## config.mk

```make
export PLATFORM = sky130hd
export DESIGN_NAME = eluks_wb_slave
export DESIGN_NICKNAME = d
export VERILOG_FILES = /design/src/rtl/eluks_wb_slave.sv
export SDC_FILE = /design/constraint.sdc
export NUM_CORES = 1
export LEC_CHECK = 0
export CELL_PAD_IN_SITES_DETAIL_PLACEMENT = 0
export CELL_PAD_IN_SITES_GLOBAL_PLACEMENT = 1
export CORE_UTILIZATION = 36
export CTS_BUF_LIST = sky130_fd_sc_hd__clkbuf_8
export DETAILED_ROUTE_END_ITERATION = 7
export PLACE_DENSITY_LB_ADDON = 0.1
export SETUP_SLACK_MARGIN = 0.02
export SYNTH_ARGS = -nofsm -noshare
export SYNTH_HDL_FRONTEND = slang
export SYNTH_SLANG_ARGS = --single-unit
```

## constraint.sdc

```tcl
create_clock -name wb_clk -period 2.9 [get_ports wb_clk]
set_clock_uncertainty 0.2 [all_clocks]
set_input_delay 0.58 -clock wb_clk [delete_from_list [all_inputs] [get_ports wb_clk]]
set_output_delay 0.58 -clock wb_clk [all_outputs]
set_load 0.02 [all_outputs]
```

## src/rtl/eluks_wb_slave.sv

```systemverilog
// Wishbone slave front-end of the ELUKS core: config registers plus
// status/byte request handshakes toward the decrypt core.
module eluks_wb_slave #(
    parameter int          WB_DATA   = 32,
    parameter logic [31:0] BASE_ADDR = 32'h92000000,
    parameter int          TIMEOUT   = 1024
) (
    input  logic        wb_clk,
    input  logic        rst,
    input  logic [31:0] wb_adr_i,
    input  logic [31:0] wb_dat_i,
    input  logic [3:0]  wb_sel_i,
    input  logic        wb_we_i,
    input  logic        wb_cyc_i,
    input  logic        wb_stb_i,
    input  logic [2:0]  wb_cti_i,
    input  logic [1:0]  wb_bte_i,
    output logic [31:0] wb_dat_o,
    output logic        wb_ack_o,
    output logic        wb_err_o,
    output logic        wb_rty_o,
    output logic [63:0] psw,
    output logic [31:0] start_block,
    output logic [31:0] block_dir,
    output logic        hmac_enable,
    output logic        status_rq,
    input  logic        status_ready,
    input  logic [31:0] status_i,
    output logic        byte_rq,
    input  logic        byte_valid,
    input  logic [7:0]  byte_i
);

    localparam int            CW      = $clog2(TIMEOUT + 1);
    localparam logic [CW-1:0] TO_LAST = CW'(TIMEOUT - 1);
    localparam logic [31:0]   ERR_RSP = 32'h80000000;

    typedef enum logic [2:0] {
        S_IDLE, S_WAIT_STATUS, S_WAIT_BYTE, S_ACK, S_ERR
    } state_t;

    state_t        state_q, state_d;
    logic [31:0]   psw_hi_q, psw_hi_d, psw_lo_q, psw_lo_d;
    logic [31:0]   start_q, start_d, dir_q, dir_d, rdata_q, rdata_d;
    logic          hmac_q, hmac_d;
    logic [CW-1:0] cnt_q, cnt_d;

    logic [31:0] off;
    logic        strobe, in_range, timeout_hit;
    logic        unused_ok;

    assign off         = wb_adr_i - BASE_ADDR;
    assign strobe      = wb_cyc_i & wb_stb_i;
    assign in_range    = (off <= 32'd6);
    assign timeout_hit = (cnt_q == TO_LAST);
    assign unused_ok   = ^{wb_cti_i, wb_bte_i};

    function automatic logic [31:0] merge(input logic [31:0] old_v, input logic [31:0] new_v,
                                          input logic [3:0] sel);
        logic [31:0] r;
        r = old_v;
        for (int b = 0; b < 4; b++)
            if (sel[b]) r[8*b +: 8] = new_v[8*b +: 8];
        return r;
    endfunction

    always_ff @(posedge wb_clk) begin
        if (rst) begin
            state_q  <= S_IDLE;
            psw_hi_q <= '0;
            psw_lo_q <= '0;
            start_q  <= '0;
            dir_q    <= '0;
            hmac_q   <= 1'b0;
            rdata_q  <= '0;
            cnt_q    <= '0;
        end else begin
            state_q  <= state_d;
            psw_hi_q <= psw_hi_d;
            psw_lo_q <= psw_lo_d;
            start_q  <= start_d;
            dir_q    <= dir_d;
            hmac_q   <= hmac_d;
            rdata_q  <= rdata_d;
            cnt_q    <= cnt_d;
        end
    end

    // Dropping cyc while waiting on the core abandons the request silently.
    always_comb begin
        state_d = state_q;
        case (state_q)
            S_IDLE: begin
                if (strobe) begin
                    if (!in_range)
                        state_d = S_ERR;
                    else if (wb_we_i && off[2:0] == 3'd6 && wb_dat_i[0])
                        state_d = S_WAIT_STATUS;
                    else if (wb_we_i && off[2:0] == 3'd5 && wb_dat_i[0])
                        state_d = S_WAIT_BYTE;
                    else
                        state_d = S_ACK;
                end
            end
            S_WAIT_STATUS: begin
                if (!wb_cyc_i)                        state_d = S_IDLE;
                else if (status_ready || timeout_hit) state_d = S_ACK;
            end
            S_WAIT_BYTE: begin
                if (!wb_cyc_i)                      state_d = S_IDLE;
                else if (byte_valid || timeout_hit) state_d = S_ACK;
            end
            S_ACK, S_ERR: begin
                if (!wb_stb_i) state_d = S_IDLE;
            end
            default: state_d = S_IDLE;
        endcase
    end

    always_comb begin
        wb_ack_o  = (state_q == S_ACK);
        wb_err_o  = (state_q == S_ERR);
        status_rq = (state_q == S_WAIT_STATUS);
        byte_rq   = (state_q == S_WAIT_BYTE);
    end

    always_comb begin
        psw_hi_d = psw_hi_q;
        psw_lo_d = psw_lo_q;
        start_d  = start_q;
        dir_d    = dir_q;
        hmac_d   = hmac_q;
        rdata_d  = rdata_q;
        cnt_d    = '0;
        case (state_q)
            S_IDLE: begin
                if (strobe && in_range) begin
                    if (wb_we_i) begin
                        case (off[2:0])
                            3'd0: psw_hi_d = merge(psw_hi_q, wb_dat_i, wb_sel_i);
                            3'd1: psw_lo_d = merge(psw_lo_q, wb_dat_i, wb_sel_i);
                            3'd2: start_d  = merge(start_q, wb_dat_i, wb_sel_i);
                            3'd3: dir_d    = merge(dir_q, wb_dat_i, wb_sel_i);
                            3'd4: if (wb_sel_i[0]) hmac_d = wb_dat_i[0];
                            default: ;
                        endcase
                    end else begin
                        case (off[2:0])
                            3'd0: rdata_d = psw_hi_q;
                            3'd1: rdata_d = psw_lo_q;
                            3'd2: rdata_d = start_q;
                            3'd3: rdata_d = dir_q;
                            3'd4: rdata_d = {31'd0, hmac_q};
                            default: ;
                        endcase
                    end
                end
            end
            S_WAIT_STATUS: begin
                if (wb_cyc_i) begin
                    cnt_d = cnt_q + CW'(1);
                    if (status_ready)     rdata_d = status_i;
                    else if (timeout_hit) rdata_d = ERR_RSP;
                end
            end
            S_WAIT_BYTE: begin
                if (wb_cyc_i) begin
                    cnt_d = cnt_q + CW'(1);
                    if (byte_valid)       rdata_d = {24'd0, byte_i};
                    else if (timeout_hit) rdata_d = ERR_RSP;
                end
            end
            default: ;
        endcase
    end

    assign wb_dat_o    = rdata_q;
    assign wb_rty_o    = 1'b0;
    assign psw         = {psw_hi_q, psw_lo_q};
    assign start_block = start_q;
    assign block_dir   = dir_q;
    assign hmac_enable = hmac_q;

endmodule

```

Yosys cells after proc, flatten, opt, wreduce, memory -nomap -nowiden
Index checks and enable logic that the tools add are counted.

operators by class
  $add $sub $neg = 2
  bitwise gates (word level) = 3
  $lt $le $gt $ge = 1
  equality and inequality tests = 20
  muxes and demuxes = 19
  reduce and logical (&&, ||, !) cells = 32

operators by type and width
  operator                  count
  $mux W32                  7
  $pmux W32 S5              1
  $pmux W32 S3              1
  $reduce_and A5 Y1         17
  $le A32 B3 Y1 const B     1
  $sub A32 B32 Y32 const B  1
  $mux W3                   7
  $eq A3 B2 Y1 const B      4
  $eq A3 B3 Y1 const B      4
  $ne A2 B2 Y1 const B      6
  $pmux W3 S4               1
  $add A11 B1 Y11 const B   1
  $eq A11 B10 Y1 const B    1
  $eq A3 B1 Y1 const B      2
  $logic_not A3 Y1          2
  $ne A3 B2 Y1 const B      2
  $ne A6 B6 Y1 const B      1
  $reduce_and A6 Y1         1
  $logic_and A1 B1 Y1       5
  $reduce_and A4 Y1         1
  $reduce_or A2 Y1          2
  $reduce_bool A3 Y1        1
  $reduce_or A3 Y1          1
  $logic_or A1 B1 Y1        2
  4 further kinds           5

storage, ports and cells
  bits in registers = 175
  output and inout bits = 166
  input port bits = 120

Longest topological paths before layout
  depth in word-level cells = 9
  mapped depth = 9

Worst setup path after synthesis
Ideal clock, no wire load.

  kind = in2reg
  from = input wb_adr_i[30]
  to = register psw_lo_q[16]
  arrival = 2.321 ns
  slack = 0.308 ns
  stages = 7
  required time = 2.628 ns
  cell sequence = or4b_4 > nor4_4 > and3_4 > buf_12 > and4_1 > buf_6 > mux2i_1

on the way
  cells in the longest elaborated chain, start to end = 4

RTL lines
  element                             line  source
  from (decl)                         10    input logic [31:0] wb_adr_i,
  $sub A32 B32 Y32                    52    assign off = wb_adr_i - BASE_ADDR;
  $le A32 B3 Y1                       54    assign in_range = (off <= 32'd6);
  $logic_and A1 B1 Y1                 137   if (strobe && in_range) begin
  $reduce_and A5 Y1 (no source line)  -
  to (signal assigned)                80    psw_lo_q <= psw_lo_d;
  to (decl)                           43    logic [31:0] psw_hi_q, psw_hi_d, psw_lo_q, psw_lo_d;

No other way between the ends.
A chain may end at the register's enable or synchronous reset.

Final worst setup path
  from = register state_q[0]
  to = output wb_ack_o

on the way
  cells in the longest elaborated chain, start to end = 1

RTL lines
  element                 line  source
  from (decl)             42    state_t state_q, state_d;
  from (signal assigned)  78    state_q <= state_d;
  $eq A3 B2 Y1            121   wb_ack_o = (state_q == S_ACK);
  to (decl)               19    output logic wb_ack_o,

No other way between the ends.

==> metrics.md <==
| Metric | Value |
|---|---|
| Via count | 7542 |
| Sequential area share after synthesis | 0.398 |
| Logic gate share of total power | 0.320 |
| Area grow syn2layout | 43.4% |
| Worst Setup Path Type | reg -> out |
| CTS Hold Buffers Added | 0 |
| Setup TNS | 0 ns |
| Post-CTS Setup Inserts | 0 |
| Area leader, netlist | dfxtp_1 |
| Most numerous cell in the Yosys netlist | dfxtp_1 |
| Clock Power Share | 0.264 |
| Worst slew margin | 0.558 |
| Syn nets | between 900 and 1000 |
| Worst skew pair latency | 0.46 ns |
| PwrDens | 490 nW/µm² |
| Sink Count | 175 |
| Total CTS buffers | 17 |
| CP arrival | 1.93 ns |
| Internal Pwr Total | roughly 4 mW |
| CP max FO | 13 |
| Post-synthesis cell count | 871 |
| Min-delay worst type | reg -> reg |
| Synth async-reset ratio | 0 |
| Area of placed instances | 12300 µm² |
| P_leak | 5.20 nW |
| Outcome | finished, final reports clean |
| Total routed wirelength | 28100 µm |
| GRT overflow | 0 |
| Die area | between 20000 and 30000 µm² |
| Routed vias/inst | around 5.1 |
| DRC viols | 0 |
| H-tree depth | 4 |
| Fin crit share | 0.933 |
| Tightest Pin Transition | ~0.66 ns |
| Dominant register cell in the synthesized netlist | dfxtp_1 |
| Most frequent cells after synthesis | dfxtp_1, nand2b_1, mux2i_1 |
| Syn. warnings | 0 |
| Clock slew at reported path FFs | 0.09 ns |
| Post-CTS Resized | 1 |
| Setup crit end kind | output port |
| Synth top area cells | dfxtp_1, mux2i_1, nand2b_1 |
| Die Ht | 158 µm |
| Initial antenna violation count | 3 |
| ANT nets after route | 0 |
| Post-Layout Inst Area | approximately 13000 µm² |
| First-pass GRT wire length | 42900 µm |
| Sw power | 2.14 mW |
| Synthesized cell area | 8800 µm² |
| Max-slew violations | 0 |
| Fillcell total | approximately 2200 |
| FP Rows | 56 |
| Crit path required time | between 2 and 2.5 ns |
| PortBufs | 279 |
| Die W | 158 µm |
| Post-synth EDFFs | 0 |
| Placer Congestion | between 0.8 and 0.9 |
| Io pins | 286 |
| #FFs+latches synth | 175 |
| First drt pass iteration count | 4 |
| GRT Overall Usage | 0.226 |
| Vias in the first global route | 7509 |
| Minimum clock period | 2.71 ns |
| Net switching fraction of the power | 0.346 |
| Dpl hpwl | 20000 µm |
| Max Freq | about 0.37 GHz |
| Placeable core area | 23800 µm² |
| CP startpoint kind | register |
| Nets | 1281 |
| Max Cap Viol | 0 |
| Pin count of the biggest net entering global routing | 80 |
| Routed wire length per instance | 18.8 µm |
| Synth top area share | 0.398 |
| CP max stage cell | clkdlybuf4s50_1 |
| Unique masters post-synth | 61 |
| RSZ-0062 raised after global routing | no |
| DR iter-0 viols | 365 |
| Sequential share of power | 0.416 |
| Worst vdd ir | between 0.0002 and 0.0003 V |
| Final Hold Viols | 0 |
| Starting Density | 0.371 |
| Clk Tree Root Cell | clkbuf_8 |
| Maximum clock insertion buffer count | 2 |
| Share of cells above drive strength 1 | 0.130 |
| Endpoints failing setup | 0 |
| Max stage delay on crit path | 0.66 ns |
| Critical-path cell list | nand2b_1 -> nor2_1 -> clkdlybuf4s50_1 |
| Avg Inst Size Synth | between 10 and 15 µm² |
| CTS tree | yes |
registers in the layout, summed over array words and instances (netlist names):
name	count
block_dir	32
state_q	3
psw_hi_q	32
hmac_enable	1
cnt_q	11
start_block	32
psw_lo_q	32
wb_dat_o	32
kinds of logic (layout without fill, tap and decap cells):
family	Yosys count	count (layout)	synth area share
AO/OA/AOI/OAI	151	151	0.141
XOR/XNOR	10	10	0.00995
adder cells (fa/ha/maj)	2	2	0.00284
buffers and inverters	103	404	0.0504
flip-flops	175	175	0.398
multiplexers	162	162	0.185
other	1	3	0.000426
AND/OR/NAND/NOR	267	267	0.213
area by class of cell:
cell class,count,area [µm²],area share
diodes,2,5.00,0.000396
clock buffers,17,234,0.0185
clock inverters,15,129,0.0102
inverters,37,139,0.0110
multi-input cells,593,4880,0.387
flip-flops and latches,175,3500,0.278
well taps,319,399,0.0316
repair buffers,335,3330,0.264
worst max-delay path, delay by kind of cell (launching register included):
family / cells / cell delay [ns]
buf+inv: 1 / 0.66
flops: 1 / 0.47
simple gates: 2 / 0.36
metal layers:
layer | vias to the layer above | share of wire | track usage
met5 | - | 0.00043 | 0
met4 | 2 | 0.014 | 0.0673
met3 | 30 | 0.055 | 0.0531
met2 | 202 | 0.46 | 0.368
met1 | 3579 | 0.47 | 0.294
li1 | 3729 | - | -
through the flow:
| stage | util | hold slack (ns) | setup slack, ns | power [mW] | instances |
|---|---|---|---|---|---|
| 3_3_place_gp | 0.516 | 0.245 | -0.252 | 4.63 | 1459 |
| 5_1_grt | 0.531 | 0.280 | 0.0604 | 6.51 | 1491 |
| 2_1_floorplan | - | 0.226 | 0.308 | 3.76 | 871 |
| 4_1_cts | 0.531 | 0.271 | 0.156 | 6.25 | 1491 |
| 3_5_place_dp | 0.516 | 0.256 | -0.282 | 4.62 | 1459 |
| 6_report | 0.532 | 0.274 | 0.193 | 6.19 | 1493 |
worst paths after layout:
check	from	endpoint	slack (ns)	depth (start not counted)
worst max-delay path	state_q[0]	wb_ack_o	0.19	3
worst min-delay path	wb_dat_o[31]	wb_dat_o[31]	0.27	2
worst max register to register	state_q[1]	wb_dat_o[21]	0.60	6
worst min register to register	wb_dat_o[31]	wb_dat_o[31]	0.27	2
power groups by stage:
stage                     Clock [mW]  Combinational [mW]  Sequential, mW
final                           1.63                1.98            2.57
after global routing            1.77                2.14            2.59
after CTS                       1.68                2.00            2.58
after detailed placement           0                1.99            2.63
after global placement             0                2.00            2.63
after floorplan                    0                1.08            2.68
layout by cell type (no fill, tap or decap), types with 8 or more instances in the layout:
cell             netlist  routed
a22o_1                15      15
o221a_2               24      24
mux2i_1              155     155
nand4_4               12      12
clkbuf_8               0      17
buf_12                 1      11
nand2_1               11      11
buf_4                  1      46
nand2b_1             166     166
nor2_1                20      20
dfxtp_1              175     174
a2bb2oi_1             25      25
o32ai_1               30      30
clkdlybuf4s50_1        0     275
inv_1                 37      38
and2_1                 8       8
a21oi_1               31      31
Power figures use the tool's default switching activity.
